$ cat config.mk
export PLATFORM = sky130hd
export DESIGN_NAME = tate_result_reader
export DESIGN_NICKNAME = d
export VERILOG_FILES = /design/src/rtl/tate_result_reader_pkg.sv /design/src/rtl/f3m_trit_check.sv /design/src/rtl/tate_result_reader.sv
export SDC_FILE = /design/constraint.sdc
export NUM_CORES = 2
export LEC_CHECK = 0
export BUFFER_PORTS_ARGS = -buffer_cell sky130_fd_sc_hd__buf_2
export CAP_MARGIN = 10
export CORE_AREA = 5 5 465 467
export DETAILED_ROUTE_END_ITERATION = 12
export DIE_AREA = 0 0 470 472
export GPL_TIMING_DRIVEN = 0
export PLACE_DENSITY_LB_ADDON = 0.08
export SETUP_SLACK_MARGIN = 0.3
export SYNTH_ARGS = -nofsm -noshare
export SYNTH_HDL_FRONTEND = slang
export SYNTH_HIERARCHICAL = 1
export SYNTH_SLANG_ARGS = --single-unit
export TNS_END_PERCENT = 5
$ cat constraint.sdc
create_clock -name clk -period 37 [get_ports clk]
set_clock_uncertainty 0.2 [all_clocks]
set_input_delay 1.85 -clock clk [delete_from_list [all_inputs] [get_ports clk]]
set_output_delay 1.85 -clock clk [all_outputs]
set_load 0.03 [all_outputs]
$ cat src/rtl/tate_result_reader_pkg.sv
// Shared constants, FSM state type and helpers for the Tate-pairing result reader.
package tate_result_reader_pkg;

    localparam int unsigned M_DEFAULT = 97;
    localparam int unsigned NCOEF     = 6;

    typedef enum logic {
        IDLE = 1'b0,
        SEND = 1'b1
    } state_t;

    function automatic int unsigned ceil_div(input int unsigned a, input int unsigned b);
        return (a + b - 1) / b;
    endfunction

endpackage

$ cat src/rtl/f3m_trit_check.sv
// Flags a GF(3^m) element that contains any 2'b11 (invalid) trit.
module f3m_trit_check #(
    parameter int unsigned M = 97
) (
    input  logic [2*M-1:0] elem,
    output logic           bad
);

    always_comb begin
        bad = 1'b0;
        for (int unsigned i = 0; i < M; i++) begin
            if (elem[2*i +: 2] == 2'b11) begin
                bad = 1'b1;
            end
        end
    end

endmodule

$ cat src/rtl/tate_result_reader.sv
// Captures the F(3^6m) pairing result on a done rising edge and streams it as W-bit words.
module tate_result_reader
    import tate_result_reader_pkg::*;
#(
    parameter int unsigned M = M_DEFAULT,
    parameter int unsigned W = 32
) (
    input  logic          clk,
    input  logic          reset,
    input  logic          core_done,
    input  logic [12*M-1:0] core_out,
    output logic          m_valid,
    input  logic          m_ready,
    output logic [W-1:0]  m_data,
    output logic [2:0]    m_coef,
    output logic          m_last,
    output logic          busy,
    output logic          err,
    output logic          ovf
);

    localparam int unsigned WIDTH = 2*M - 1;
    localparam int unsigned W6    = 12*M - 1;
    localparam int unsigned E     = WIDTH + 1;
    localparam int unsigned NCH   = ceil_div(E, W);
    localparam int unsigned CW    = (NCH > 1) ? $clog2(NCH) : 1;
    localparam logic [CW-1:0] C_LAST = CW'(NCH - 1);

    state_t                 state;
    logic                   done_q;
    logic [NCOEF-1:0][WIDTH:0] shadow;
    logic [CW-1:0]          c;
    logic [2:0]             k;
    logic [CW-1:0]          nxt_c;
    logic [2:0]             nxt_k;
    logic [NCOEF-1:0]       bad;
    logic                   rise;
    logic                   hs;

    for (genvar i = 0; i < NCOEF; i++) begin : g_chk
        f3m_trit_check #(.M(M)) u_chk (
            .elem (core_out[E*i +: E]),
            .bad  (bad[i])
        );
    end

    // Zero-pads coefficient k up to NCH*W bits, then picks chunk c.
    function automatic logic [W-1:0] word_of(input logic [NCOEF-1:0][WIDTH:0] frame,
                                             input logic [2:0] kk,
                                             input logic [CW-1:0] cc);
        logic [NCH*W-1:0]        flat;
        logic [NCH-1:0][W-1:0]   chunks;
        flat         = '0;
        flat[WIDTH:0] = frame[kk];
        chunks       = flat;
        return chunks[cc];
    endfunction

    assign rise = core_done & ~done_q;
    assign hs   = m_valid & m_ready;

    always_comb begin
        nxt_c = c + CW'(1);
        nxt_k = k;
        if (c == C_LAST) begin
            nxt_c = '0;
            nxt_k = k + 3'd1;
        end
    end

    always_ff @(posedge clk or posedge reset) begin
        if (reset) begin
            state   <= IDLE;
            done_q  <= 1'b0;
            shadow  <= '0;
            c       <= '0;
            k       <= '0;
            m_valid <= 1'b0;
            m_data  <= '0;
            m_coef  <= '0;
            m_last  <= 1'b0;
            busy    <= 1'b0;
            err     <= 1'b0;
            ovf     <= 1'b0;
        end else begin
            done_q <= core_done;
            case (state)
                IDLE: begin
                    if (rise) begin
                        shadow  <= core_out;
                        err     <= |bad;
                        c       <= '0;
                        k       <= '0;
                        // First word comes straight from core_out so it is valid one edge after capture.
                        m_data  <= word_of(core_out, 3'd0, '0);
                        m_coef  <= 3'd0;
                        m_last  <= 1'b0;
                        m_valid <= 1'b1;
                        busy    <= 1'b1;
                        state   <= SEND;
                    end
                end
                SEND: begin
                    if (rise) begin
                        ovf <= 1'b1;
                    end
                    if (hs) begin
                        if (m_last) begin
                            m_valid <= 1'b0;
                            m_data  <= '0;
                            m_coef  <= '0;
                            m_last  <= 1'b0;
                            busy    <= 1'b0;
                            c       <= '0;
                            k       <= '0;
                            state   <= IDLE;
                        end else begin
                            c       <= nxt_c;
                            k       <= nxt_k;
                            m_data  <= word_of(shadow, nxt_k, nxt_c);
                            m_coef  <= nxt_k;
                            m_last  <= (nxt_k == 3'd5) && (nxt_c == C_LAST);
                        end
                    end
                end
                default: state <= IDLE;
            endcase
        end
    end

endmodule

==> results.json <==
{
  "dieArea_sq_mm": 0.222,
  "fp.dieW_microns": 470,
  "wl_met1_microns": 193000,
  "max_clock_freq_mhz": 185,
  "vias": 65100,
  "cts_sinks": 1208,
  "routed_wl_microns": 479000,
  "status": "complete, no violations",
  "track_usage_pct": 41.4,
  "io_pins": 1208,
  "path_clk_slew_ns": 0.06,
  "grt_max_degree": 119,
  "post_dp_cell_area_sq_mm": 0.0691,
  "path_common_cell": "nor4_1",
  "synth_cell_types": 87,
  "gp_congestion": 1.04,
  "antenna_found_initial": 139,
  "cp_data_required_time_ns": 37.45,
  "drive_gt1_share_pct": 21.1,
  "first_pass_iters": 8,
  "drtIter0Drc": 9865,
  "tightest_slew_ns": 1.39,
  "finalNetCount": 9450,
  "p_per_area_mw_per_mm2": 86.9,
  "stdcell_count": 11300,
  "yosysMostFrequentCell": "nand2_1",
  "dr_wl_met3_microns": 53400,
  "antenna_left": 0,
  "cts_tree": "done",
  "grt_pass1_wl_microns": 609000,
  "start_util_pct": 27.9,
  "synth_top_area_cell": "dfrtp_1",
  "overflow": 0,
  "hold_violations": 0,
  "syn_to_final_growth_pct": 26.4,
  "path_class": "in -> reg",
  "synth_warnings": 6,
  "yosysTopAreaCellShare_pct": 51.2,
  "leakagePower_nw": 37.7,
  "slowest_delay_ns": 1.04,
  "slew_headroom_pct": 4.81,
  "synth_area_leaders": "dfrtp_1 51%, nand2_1 24%, mux4_2 3.9%",
  "ys.flop_type": "dfrtp_1",
  "critPathArrivalTime_ns": 5.87,
  "cap_violations": 0,
  "synthArstFlopShare_pct": 100,
  "row_count": 169,
  "ctsResizeCount": 0,
  "synth_seq_area_share_pct": 51.2,
  "placed_cells": 10900,
  "min_period_ns": 5.41,
  "syn_nets": 8052,
  "hold_class": "reg -> reg",
  "start_kind": "input pin",
  "clock_path_buffers": 3,
  "crit_slowest_cell": "a221oi_1",
  "clockRootBuffer": "clkbuf_16",
  "maxSlewViolCount": 0,
  "synth_cells": 6883,
  "cp_cell_sequence": "buf_2 > a22o_1 > a221oi_1 > nand4_1 > nor4_1 > nand3_1 > nor4_1 > a31oi_1",
  "post_cts_buffers": 0,
  "fillers": 22600,
  "wl_per_cell_microns": 42.4,
  "htree_levels": 4,
  "worst_setup_path_end_kind": "flop",
  "via_per_inst": 5.77,
  "crit_fanout": 2,
  "wl_met2_microns": 202000,
  "finalCritPeriodShare_pct": 14.6,
  "ys_ff_latch": 1208,
  "total_power_mw": 6.49,
  "cts_hold_buf": 0,
  "drc": 0,
  "dp_hpwl_microns": 399000,
  "setup_viol": 0,
  "ys_top_cells_by_count": "3699 x nand2_1, 1208 x dfrtp_1, 312 x clkbuf_1",
  "die_y_microns": 472,
  "synth_enable_flop_cells": 0,
  "syn_avg_cell_area_sq_um": 8.57,
  "peakVddDrop_mv": 0.0524,
  "rsz0062_at_grt": "no",
  "cts_buffers": 154,
  "clk_latency_ns": 0.83,
  "io_buffers": 1207,
  "synthesis.area_sq_mm": 0.0590,
  "grt_pass1_vias": 61700,
  "stdcell_area_sq_mm": 0.0746,
  "routed.top_layer": "met5",
  "tns_ns": 0,
  "core_sq_mm": 0.211
}
[routing by layer]
layer / up-vias / GRT usage (%)
met5: - / 0
met4: 74 / 21.4
met3: 958 / 13.1
met2: 4584 / 60.7
met1: 33400 / 54.7
li1: 26100 / -
[power breakdown]
group,switching [mW],total [mW],internal [mW]
combinational,1.95,2.70,0.744
sequential,0.405,2.15,1.74
clock,0.668,1.64,0.972
total,3.03,6.49,3.46
[cell usage in the layout (no fill, tap or decap), types with 14 or more instances in the layout]
master,netlist,layout
a2111oi_0,21,14
a211oi_1,40,40
mux2i_1,147,147
nand4_1,37,37
dfrtp_1,1208,1208
a22o_1,91,91
a21oi_1,66,66
or3_1,39,39
buf_4,33,39
a32oi_1,58,58
o21ai_0,126,126
o22ai_1,115,115
nor2b_1,15,15
a22oi_1,195,195
clkbuf_8,0,44
buf_2,82,1299
clkbuf_1,312,340
a221oi_1,67,67
clkbuf_16,0,159
nor2_1,62,62
a31oi_1,15,15
nor4_1,15,15
nand2_1,3699,3699
clkinv_2,0,26
o211ai_1,40,40
bufinv_16,0,14
o221ai_1,29,29
mux4_2,102,102
nand3_1,59,59
diode_2,0,59
[cells by family (layout without fill, tap and decap cells)]
group,count (synthesis),count (layout),share of synthesized area [%]
and+or+nand+nor,3987,3987,26.3
buffers and inverters,459,1983,3.47
xor gates and xnor gates,4,4,0.123
adders and majority gates,1,1,0.0212
AOI/OAI and AO/OA,959,959,12.0
DFF,1208,1208,51.2
other,0,59,0
muxes,265,265,6.77
[critical path, delay by kind of cell]
kind,cells,cell delay (ns)
buf+inv,1,0.14
compound gates,3,1.59
simple gates,4,2.26
[stage by stage]
stage / hold WS, ns / setup slack (ns) / utilization (%)
after floorplan: 0.237 / 0.917 / -
after global placement: 0.253 / -17.37 / 32.5
after detailed placement: 0.257 / 30.84 / 32.7
after CTS: 0.271 / 31.71 / 35.2
after global routing: 0.285 / 31.54 / 35.3
final: 0.269 / 31.59 / 35.3
[worst paths after layout]
kind / startpoint / slack (ns) / end / depth (start not counted)
worst max-delay path: core_out[126] / 31.59 / err / 8
max in group asynchronous: reset / 33.26 / shadow[562] / 6
worst min-delay path: shadow[1148] / 0.27 / shadow[1148] / 2
worst min register to register: shadow[1148] / 0.27 / shadow[1148] / 2
worst max register to register: c[0] / 32.11 / m_data[29] / 9
min in group asynchronous: reset / 0.84 / shadow[234] / 2
[registers in the layout (all words and copies together), names as in the netlist]
| signal | flops |
|---|---|
| err | 1 |
| k | 3 |
| m_last | 1 |
| state | 1 |
| shadow | 1164 |
| busy | 1 |
| c | 3 |
| m_data | 32 |
| done_q | 1 |
| ovf | 1 |
[final cells by class]
| type | instances | area (sq um) | share of cell area (%) |
|---|---|---|---|
| Inverter | 12 | 52.6 | 0.0704 |
| Buffer | 447 | 2000 | 2.69 |
| Clock inverter | 49 | 657 | 0.880 |
| Multi-Input combinational cell | 5216 | 26800 | 35.9 |
| Sequential cell | 1208 | 30200 | 40.5 |
| Timing Repair Buffer | 1242 | 6550 | 8.77 |
| Antenna cell | 59 | 148 | 0.198 |
| Tap cell | 2821 | 3530 | 4.73 |
| Clock buffer | 233 | 4700 | 6.29 |
(Power assumes the default switching activity.)
